### config.mk
export PLATFORM = sky130hd
export DESIGN_NAME = klotski_tile_painter
export DESIGN_NICKNAME = d
export VERILOG_FILES = /design/src/rtl/klotski_pkg.sv /design/src/rtl/klotski_tile_painter_label_palette.sv /design/src/rtl/klotski_tile_painter.sv
export SDC_FILE = /design/constraint.sdc
export NUM_CORES = 1
export LEC_CHECK = 0
export CORE_MARGIN = 2
export CORE_UTILIZATION = 50
export DETAILED_ROUTE_END_ITERATION = 8
export PLACE_DENSITY = 0.77
export SLEW_MARGIN = 10
export SYNTH_ARGS = -nofsm -noshare
export SYNTH_HDL_FRONTEND = slang
export SYNTH_SLANG_ARGS = --single-unit
export TNS_END_PERCENT = 10
### constraint.sdc
create_clock -name i_clk -period 6.7 [get_ports i_clk]
set_clock_uncertainty 0.2 [all_clocks]
set_input_delay 1.34 -clock i_clk [delete_from_list [all_inputs] [get_ports i_clk]]
set_output_delay 1.34 -clock i_clk [all_outputs]
set_load 0.005 [all_outputs]
### src/rtl/klotski_pkg.sv
// Shared types and palette tables for the klotski tile painter.
// Level encoding per label is {R[1:0], G[1:0], B}.
package klotski_pkg;

  typedef enum logic [1:0] {
    S_IDLE  = 2'd0,
    S_CHECK = 2'd1,
    S_SHOW  = 2'd2,
    S_ERR   = 2'd3
  } state_t;

  localparam logic [7:0] LVL_LO  = 8'h20;
  localparam logic [7:0] LVL_MID = 8'h90;
  localparam logic [7:0] LVL_HI  = 8'hF0;
  localparam logic [7:0] B_LO    = 8'h20;
  localparam logic [7:0] B_HI    = 8'hF0;

  // Label 0 is the empty slot and is painted black regardless of this entry.
  localparam logic [4:0] LABEL_LVL [16] = '{
    5'b00_00_0, 5'b10_10_1, 5'b10_10_0, 5'b10_01_0,
    5'b10_00_1, 5'b10_00_0, 5'b01_10_0, 5'b01_01_0,
    5'b01_00_1, 5'b01_00_0, 5'b00_10_1, 5'b00_10_0,
    5'b00_01_1, 5'b00_01_0, 5'b00_00_1, 5'b00_00_0
  };

  // Cell 0 sits in the top nibble, so the nibble offset is (15-idx)*4 = {~idx,2'b00}.
  function automatic logic [3:0] cell_label(input logic [63:0] board, input logic [3:0] idx);
    logic [5:0] lo;
    lo = {~idx, 2'b00};
    return board[lo +: 4];
  endfunction

endpackage

### src/rtl/klotski_tile_painter_label_palette.sv
// Combinational label -> 24-bit RGB palette lookup.
module label_palette
  import klotski_pkg::*;
(
  input  logic [3:0]  label_i,
  output logic [23:0] rgb_o
);

  function automatic logic [7:0] rg_byte(input logic [1:0] lvl);
    case (lvl)
      2'd0:    return LVL_LO;
      2'd1:    return LVL_MID;
      2'd2:    return LVL_HI;
      default: return LVL_LO;
    endcase
  endfunction

  logic [4:0] lvl_s;

  // Map the label's level triple onto byte values.
  always_comb begin
    lvl_s = LABEL_LVL[label_i];
    rgb_o = 24'h000000;
    if (label_i == 4'd0) begin
      rgb_o = 24'h000000;
    end else begin
      rgb_o = {rg_byte(lvl_s[4:3]), rg_byte(lvl_s[2:1]), (lvl_s[0] ? B_HI : B_LO)};
    end
  end

endmodule

### src/rtl/klotski_tile_painter.sv
// Latches a 4x4 label board, checks it is a permutation of 0..15, then paints VGA pixels from it.
// Optional macro KLOTSKI_GRID_LINES_EN draws white grid lines on tile boundaries.
module klotski_tile_painter
  import klotski_pkg::*;
#(
  parameter int H_RES  = 640,
  parameter int V_RES  = 480,
  parameter int TILE_W = 160,
  parameter int TILE_H = 120
) (
  input  logic        i_clk,
  input  logic        i_rst,
  input  logic        i_start,
  input  logic [63:0] i_order,
  output logic        o_busy,
  output logic        o_board_ok,
  output logic        o_error,
  input  logic        i_req,
  input  logic [9:0]  i_x,
  input  logic [9:0]  i_y,
  output logic [23:0] o_rgb,
  output logic        o_rgb_valid
);

  localparam logic [9:0] HR_C = 10'(H_RES);
  localparam logic [9:0] VR_C = 10'(V_RES);
  localparam logic [9:0] TW1  = 10'(TILE_W);
  localparam logic [9:0] TW2  = 10'(2 * TILE_W);
  localparam logic [9:0] TW3  = 10'(3 * TILE_W);
  localparam logic [9:0] TW4  = 10'(4 * TILE_W);
  localparam logic [9:0] TH1  = 10'(TILE_H);
  localparam logic [9:0] TH2  = 10'(2 * TILE_H);
  localparam logic [9:0] TH3  = 10'(3 * TILE_H);
  localparam logic [9:0] TH4  = 10'(4 * TILE_H);

  state_t      state_q;
  logic [63:0] shadow_q, disp_q;
  logic [15:0] seen_q;
  logic [3:0]  cnt_q;
  logic        dup_q, fin_q, has_q;
  logic        busy_q, ok_q, err_q;
  logic [3:0]  chk_lbl_s;
  logic        seen_hit_s;

  assign chk_lbl_s  = cell_label(shadow_q, cnt_q);
  assign seen_hit_s = seen_q[chk_lbl_s];

  // Board FSM: one cell per cycle, then a final edge to publish the verdict.
  always_ff @(posedge i_clk) begin
    if (i_rst) begin
      state_q  <= S_IDLE;
      shadow_q <= 64'd0;
      disp_q   <= 64'd0;
      seen_q   <= 16'd0;
      cnt_q    <= 4'd0;
      dup_q    <= 1'b0;
      fin_q    <= 1'b0;
      has_q    <= 1'b0;
      busy_q   <= 1'b0;
      ok_q     <= 1'b0;
      err_q    <= 1'b0;
    end else if (i_start) begin
      state_q  <= S_CHECK;
      shadow_q <= i_order;
      seen_q   <= 16'd0;
      cnt_q    <= 4'd0;
      dup_q    <= 1'b0;
      fin_q    <= 1'b0;
      busy_q   <= 1'b1;
      ok_q     <= 1'b0;
      err_q    <= 1'b0;
    end else begin
      case (state_q)
        S_CHECK: begin
          if (!fin_q) begin
            seen_q[chk_lbl_s] <= 1'b1;
            dup_q             <= dup_q | seen_hit_s;
            cnt_q             <= cnt_q + 4'd1;
            fin_q             <= (cnt_q == 4'd15);
          end else begin
            fin_q  <= 1'b0;
            busy_q <= 1'b0;
            if (dup_q) begin
              state_q <= S_ERR;
              err_q   <= 1'b1;
            end else begin
              state_q <= S_SHOW;
              disp_q  <= shadow_q;
              has_q   <= 1'b1;
              ok_q    <= 1'b1;
            end
          end
        end
        default: state_q <= state_q;
      endcase
    end
  end

  logic [2:0] col_d, row_d;
  logic       inr_d, grid_d;
  logic       s1_valid_q, s1_inr_q, s1_grid_q;
  logic [1:0] s1_col_q, s1_row_q;

  // Stage-1 decode: compare ladders stand in for the divide by tile size.
  always_comb begin
    col_d = 3'd4;
    row_d = 3'd4;
    if (i_x < TW1)      col_d = 3'd0;
    else if (i_x < TW2) col_d = 3'd1;
    else if (i_x < TW3) col_d = 3'd2;
    else if (i_x < TW4) col_d = 3'd3;
    else                col_d = 3'd4;
    if (i_y < TH1)      row_d = 3'd0;
    else if (i_y < TH2) row_d = 3'd1;
    else if (i_y < TH3) row_d = 3'd2;
    else if (i_y < TH4) row_d = 3'd3;
    else                row_d = 3'd4;
    inr_d = (i_x < HR_C) && (i_y < VR_C) && !col_d[2] && !row_d[2];
`ifdef KLOTSKI_GRID_LINES_EN
    grid_d = (i_x == 10'd0) || (i_x == TW1) || (i_x == TW2) || (i_x == TW3) ||
             (i_y == 10'd0) || (i_y == TH1) || (i_y == TH2) || (i_y == TH3);
`else
    grid_d = 1'b0;
`endif
  end

  logic [3:0]  pix_lbl_s;
  logic [23:0] pal_rgb_s, rgb_d;
  logic [23:0] rgb_q;
  logic        rgb_valid_q;

  assign pix_lbl_s = cell_label(disp_q, {s1_row_q, s1_col_q});

  label_palette u_palette (
    .label_i (pix_lbl_s),
    .rgb_o   (pal_rgb_s)
  );

  // Stage-2 colour select.
  always_comb begin
    rgb_d = 24'h000000;
    if (!s1_inr_q) begin
      rgb_d = 24'h000000;
    end else if (s1_grid_q) begin
      rgb_d = 24'hFFFFFF;
    end else if (!has_q) begin
      rgb_d = 24'h000000;
    end else begin
      rgb_d = pal_rgb_s;
    end
  end

  // Two-stage lookup pipeline registers.
  always_ff @(posedge i_clk) begin
    if (i_rst) begin
      s1_valid_q  <= 1'b0;
      s1_inr_q    <= 1'b0;
      s1_grid_q   <= 1'b0;
      s1_col_q    <= 2'd0;
      s1_row_q    <= 2'd0;
      rgb_q       <= 24'h000000;
      rgb_valid_q <= 1'b0;
    end else begin
      s1_valid_q  <= i_req;
      s1_inr_q    <= inr_d;
      s1_grid_q   <= grid_d;
      s1_col_q    <= col_d[1:0];
      s1_row_q    <= row_d[1:0];
      rgb_q       <= rgb_d;
      rgb_valid_q <= s1_valid_q;
    end
  end

  assign o_busy      = busy_q;
  assign o_board_ok  = ok_q;
  assign o_error     = err_q;
  assign o_rgb       = rgb_q;
  assign o_rgb_valid = rgb_valid_q;

endmodule
==> flow_metrics.env, run 1 <==
export IMPL_syn_instance_count=813
export IMPL_ys_flop_type="dfxtp_1"
export IMPL_synth_seq_cells=171
export IMPL_worstSkewPairLatency_ns=0.43
export IMPL_synthesis_area_mm2=0.007572
export IMPL_min_path_type="flop to flop"
export IMPL_drt_wl_total_um=16940
export IMPL_grt_overflow_total=0
export IMPL_vdd_drop_max_uv=199.0
export IMPL_path_cells="mux4_2, mux4_2, inv_1, ha_1, mux2i_1, nor2_1, a21o_1, inv_2, ha_1, nor2_1"
export IMPL_yosys_warnings=0
export IMPL_worstHoldStart="s1_valid_q"
export IMPL_antenna_found_initial=0
export IMPL_worstHoldEndpoint="o_rgb_valid"
export IMPL_tightest_slew_ns=1.003
export IMPL_port_buffers=95
export IMPL_holdPathStages=1
export IMPL_finalCritPeriodShare_pct=48.86
export IMPL_dp_hpwl_um=11390
export IMPL_worstRegToRegCells=10
export IMPL_drive_above_1_share_pct=9.132
export IMPL_startpoint_type="flop"
export IMPL_syn_avg_cell_area_um2=9.314
export IMPL_routedWlPerCell_um=15.81
export IMPL_criticalPathCategory="flop to flop"
export IMPL_status="finished, final reports clean"
export IMPL_die_h_um=127.1
export IMPL_synthArstFlopShare_pct=0
export IMPL_rsz0062_at_grt="false"
export IMPL_synth_edf_count=0
export IMPL_ios=116
export IMPL_powerDensity_mw_per_mm2=254.6
export IMPL_track_usage_pct=21.65
export IMPL_drt_initial_drc_count=479
export IMPL_ant_nets=0
export IMPL_cap_violations=0
export IMPL_required_ns=6.87
export IMPL_coreArea_mm2=0.01464
export IMPL_first_pass_iters=4
export IMPL_cts_root_buffer="clkbuf_16"
export IMPL_setup_viol_count_final=0
export IMPL_drcViolationCount=0
export IMPL_yosys_top_cells_area="dfxtp_1 (45%), mux2i_1 (9.4%), nand2_1 (7.1%)"
export IMPL_setup_tns_ns=0
export IMPL_path_max_fanout=16
export IMPL_die_x_um=127.1
export IMPL_synthToLayoutAreaGrowth_pct=20.60
export IMPL_yosysMostFrequentCell="dfxtp_1"
export IMPL_total_power_mw=2.325
export IMPL_synth_commonest_cells="dfxtp_1 (171), nand2_1 (143), nor2_1 (118), a21oi_1 (96), mux2i_1 (71)"
export IMPL_dp_slack_ns=3.206
export IMPL_r2r_end="o_rgb[15]"
export IMPL_arrival_ns=3.44
export IMPL_cts_setup_buffers=0
export IMPL_r2r_start="s1_col_q[1]"
export IMPL_cts_made_buffers=17
export IMPL_vias=5847
export IMPL_max_clock_freq_mhz=305.5
export IMPL_fin_ws_ns=3.427
export IMPL_slew_headroom_pct=33.04
export IMPL_post_cts_resized=0
export IMPL_rows=44
export IMPL_whs_ns=0.2331
export IMPL_initial_core_util_pct=51.71
export IMPL_clock_sinks=171
export IMPL_reg2reg_slack_ns=3.43
export IMPL_cts_hold_buffers=0
export IMPL_clk_path_buf_depth=2
export IMPL_die_area_mm2=0.01615
export IMPL_ys_types=54
export IMPL_vias_per_cell=5.459
export IMPL_clk_pin_slew_ns=0.06
export IMPL_slew_violations=0
export IMPL_grt_pass1_vias=5437
export IMPL_final_hold_viol_count=0
export IMPL_yosysTopAreaCell="dfxtp_1"
export IMPL_max_stage_delay_ns=0.91
export IMPL_cts_tree="done"
export IMPL_synth_top_area_share_pct=45.21
export IMPL_fin_nets=971
export IMPL_ys_seq_area_share_pct=45.21
export IMPL_htreeDepth=4
export IMPL_critPathSlowestCell="dfxtp_1"
export IMPL_endpoint_kind="flop"
export IMPL_gp_congestion=0.8884
export IMPL_grt_pass1_wl_um=27630
export IMPL_grt_max_degree=74
export IMPL_p_leak_nw=3.454
export IMPL_fin_crit_ns=3.273
export IMPL_num_antenna_cells=0
-- critical path, delay by kind of cell (launching register included) --
family	cells	cell delay [ns]
AOI/OAI and AO/OA	1	0.18
muxes	3	1.16
buffers and inverters	2	0.17
and+or+nand+nor	2	0.15
DFF	1	0.91
adders and majority gates	2	0.44
-- where the power goes --
part / total (mW) / internal (mW) / switching [mW]
sequential: 1.07 / 1.04 / 0.0286
combinational: 0.172 / 0.0918 / 0.0798
clock: 1.08 / 0.673 / 0.408
total: 2.33 / 1.81 / 0.517
-- flip-flops by register name (all words and copies together), names as in the netlist, 2 cells and up --
name,count
state_q,2
s1_col_q,2
o_rgb,8
seen_q,16
s1_row_q,2
shadow_q,64
disp_q,64
cnt_q,4
-- area by class of cell --
cell class | count | area (µm²)
Clock buffer | 18 | 439.2
Clock inverter | 14 | 219.0
Fill cell | 1227 | 5512
Inverter | 9 | 33.78
Multi-Input combinational cell | 573 | 3789
Sequential cell | 171 | 3423
Tap cell | 184 | 230.2
Timing Repair Buffer | 102 | 998.5
-- placed cells by master (no fill, tap or decap), types with 3 or more instances in the layout --
cell type and instances:
clkdlybuf4s50_1 93, nand3_1 5, or2_2 3, ha_1 9, nand2_1 143, nand2b_1 6, dfxtp_1 171, mux4_1 11
o22ai_1 5, clkinvlp_4 4, mux4_2 23, o21ai_0 8, nor2b_1 6, and2_1 4, buf_4 9, a22oi_1 3
mux2i_1 71, a21oi_1 96, bufinv_16 5, nor2_1 118, conb_1 12, a31oi_1 4, nor3_1 7, inv_2 4
clkbuf_16 17, inv_1 5
-- through the flow --
step | cell area (µm²) | util (%) | cells
2_1_floorplan | 7614 | - | 824
3_3_place_gp | 8474 | 57.87 | 1039
3_5_place_dp | 8474 | 57.87 | 1039
4_1_cts | 9133 | 62.36 | 1071
5_1_grt | 9133 | 62.36 | 1071
6_report | 9133 | 62.36 | 1071
-- layer usage --
layer,track usage (%),part of all wire [%],vias to the layer above
met5,0,0,-
met4,8.145,2.0,0
met3,4.355,5.1,25
met2,34.66,49,160
met1,29.22,44,2772
li1,-,-,2890
-- worst max path at each step --
| stage | from | end | slack, ns |
|---|---|---|---|
| final | s1_col_q[1] | o_rgb[15] | 3.43 |
| after detailed placement | i_start | disp_q[4] | 3.21 |
| after global placement | i_start | disp_q[4] | 3.22 |
| after floorplan | i_start | shadow_q[17] | 3.73 |
| after global routing | cnt_q[2] | dup_q | 3.23 |
| after CTS | s1_col_q[1] | o_rgb[15] | 3.43 |
-- cells by family (layout without fill, tap and decap cells) --
logic type,after synthesis,after routing,synth area share [%]
simple gates,309,309,16.94
flops,171,171,45.21
compound gates,128,128,9.319
mux,111,111,21.13
buf+inv,80,143,5.387
fa+ha+maj,10,10,1.619
xor+xnor,3,3,0.3471
other cells,1,12,0.04952
Power figures use the tool's default switching activity.
==> run 2: changes to the inputs <==
--- a/config.mk
+++ b/config.mk
@@ -6,9 +6,9 @@
 export NUM_CORES = 1
 export LEC_CHECK = 0
 export CORE_MARGIN = 2
-export CORE_UTILIZATION = 50
+export CORE_UTILIZATION = 49
 export DETAILED_ROUTE_END_ITERATION = 8
-export PLACE_DENSITY = 0.77
+export PLACE_DENSITY = 0.78
 export SLEW_MARGIN = 10
 export SYNTH_ARGS = -nofsm -noshare
 export SYNTH_HDL_FRONTEND = slang
==> constraint.sdc (replaced) <==
create_clock -name i_clk -period 2.78 [get_ports i_clk]
set_clock_uncertainty 0.2 [all_clocks]
set_input_delay 0.556 -clock i_clk [delete_from_list [all_inputs] [get_ports i_clk]]
set_output_delay 0.556 -clock i_clk [all_outputs]
set_load 0.005 [all_outputs]
==> flow_metrics.env, run 2 (synthesized netlist as in run 1, its figures left out) <==
export IMPL_vdd_drop_max_uv=451.2
export IMPL_cap_violations=0
export IMPL_worstHoldStart="s1_valid_q"
export IMPL_grt_pass1_wl_um=28850
export IMPL_track_usage_pct=22.50
export IMPL_cts_tree="done"
export IMPL_vias=6026
export IMPL_min_path_type="flop to flop"
export IMPL_die_h_um=128.3
export IMPL_max_clock_freq_mhz=353.4
export IMPL_rows=45
export IMPL_drt_wl_total_um=18100
export IMPL_r2r_end="o_rgb[22]"
export IMPL_p_leak_nw=3.589
export IMPL_m1WireLength_um=7913
export IMPL_reg2reg_slack_ns=-0.05
export IMPL_vias_per_cell=5.439
export IMPL_ios=116
export IMPL_total_power_mw=5.378
export IMPL_antenna_found_initial=0
export IMPL_layout_commonest_cell="dfxtp_1"
export IMPL_slew_headroom_pct=54.77
export IMPL_die_area_mm2=0.01646
export IMPL_r2r_start="s1_col_q[0]"
export IMPL_placedCellCount=1071
export IMPL_holdPathStages=1
export IMPL_clk_pin_slew_ns=0.06
export IMPL_required_ns=2.90
export IMPL_startpoint="s1_col_q[0]"
export IMPL_top_layer="met4"
export IMPL_die_x_um=128.3
export IMPL_violations="setup timing"
export IMPL_place_area_mm2=0.008756
export IMPL_dp_hpwl_um=12350
export IMPL_dp_slack_ns=-0.07585
export IMPL_tightest_slew_ns=0.6785
export IMPL_initial_core_util_pct=50.00
export IMPL_drcViolationCount=0
export IMPL_status="finished with violations"
export IMPL_worstHoldEndpoint="o_rgb_valid"
export IMPL_ant_nets=0
export IMPL_path_max_fanout=6
export IMPL_gp_congestion=0.8850
export IMPL_finalCritPeriodShare_pct=101.8
export IMPL_clk_path_buf_depth=2
export IMPL_synthToLayoutAreaGrowth_pct=24.32
export IMPL_routed_wl_met3_um=966
export IMPL_arrival_ns=2.95
export IMPL_num_antenna_cells=0
export IMPL_fin_nets=1004
export IMPL_drive_above_1_share_pct=13.80
export IMPL_setup_viol_count_final=4
export IMPL_grt_pass1_vias=5667
export IMPL_largest_registers="disp_q: 64 flops, shadow_q: 64 flops, seen_q: 16 flops"
export IMPL_rsz0062_at_grt="true"
export IMPL_coreArea_mm2=0.01515
export IMPL_criticalPathCategory="flop to flop"
export IMPL_clock_sinks=171
export IMPL_cts_made_buffers=17
export IMPL_first_pass_iters=6
export IMPL_fin_area_mm2=0.009414
export IMPL_htreeDepth=4
export IMPL_slew_violations=0
export IMPL_cts_root_buffer="clkbuf_16"
export IMPL_whs_ns=0.2438
export IMPL_fin_ws_ns=-0.04943
export IMPL_grt_max_degree=140
export IMPL_startpoint_type="flop"
export IMPL_final_cell_mix="dfxtp_1 (170), nand2_1 (143), nor2_1 (118), a21oi_1 (96), clkdlybuf4s50_1 (93)"
export IMPL_powerDensity_mw_per_mm2=571.3
export IMPL_grt_overflow_total=0
export IMPL_endpoint_kind="flop"
export IMPL_port_buffers=95
export IMPL_worstRegToRegCells=10
export IMPL_final_hold_viol_count=0
export IMPL_worstSkewPairLatency_ns=0.43
export IMPL_finalNonFillerCells=1108
export IMPL_wl_met2_um=8849
export IMPL_fin_crit_ns=2.829
export IMPL_drt_initial_drc_count=593
export IMPL_routedWlPerCell_um=16.34
[run 2: worst max path at each step]
stage | to | slack, ns | depth (start not counted)
finish | o_rgb[22] | -0.05 | 10
CTS | o_rgb[15] | -0.05 | 11
global route | o_rgb[14] | -0.16 | 10
global placement | o_rgb[15] | -0.01 | 8
detailed placement | o_rgb[15] | -0.08 | 8
floorplan | o_rgb[14] | -0.04 | 11
[run 2: metrics by stage]
stage / TNS, ns / utilization [%]
after floorplan: -0.07317 / -
after global placement: -0.02925 / 57.81
after detailed placement: -0.2485 / 57.81
after CTS: -0.1701 / 62.12
after global routing: -0.6835 / 62.16
final: -0.1546 / 62.16
[run 2: worst max-delay path: stages, from the launching register on]
cell     delay [ns]
dfxtp_4        0.39
buf_12         0.14
buf_4          0.14
mux4_2         0.51
mux4_2         0.54
buf_4          0.17
nor2_1         0.11
a22o_1         0.17
inv_1          0.05
ha_1           0.17
and2_1         0.12
[run 2: final cells by class]
class / instances / area, µm²
Timing Repair Buffer: 135 / 1329
Clock inverter: 14 / 145.1
Fill cell: 1251 / 5732
Clock buffer: 18 / 439.2
Sequential cell: 171 / 3427
Tap cell: 188 / 235.2
Multi-Input combinational cell: 573 / 3805
Inverter: 9 / 33.78
[run 2: power breakdown]
group | internal (mW) | leakage, nW | switching, mW
logic | 0.255 | 1.92 | 0.210
clock network | 1.35 | 0.279 | 0.983
registers | 2.52 | 1.39 | 0.0656
total | 4.12 | 3.59 | 1.26
[run 2: repair_timing]
item,4_1_cts,5_1_grt
hold buffers,0,0
pin swaps,3,2
cloned,1,0
setup buffers,4,0
gates resized for setup,9,1
setup endpoints to repair,5,11
[run 2: per-layer routing]
metal  up-vias  GRT usage, %
met5         -             0
met4         0         7.434
met3        22         4.800
met2       167         37.36
met1      2890         29.42
li1       2947             -
==> run 3: changes to the inputs <==
--- a/config.mk
+++ b/config.mk
@@ -9,7 +9,7 @@
 export CORE_UTILIZATION = 49
 export DETAILED_ROUTE_END_ITERATION = 8
 export PLACE_DENSITY = 0.78
-export SLEW_MARGIN = 10
+export SLEW_MARGIN = 20
 export SYNTH_ARGS = -nofsm -noshare
 export SYNTH_HDL_FRONTEND = slang
 export SYNTH_SLANG_ARGS = --single-unit
==> results of run 3 <==
Same layout as run 2: the final DEF is identical, and so are final timing and power.
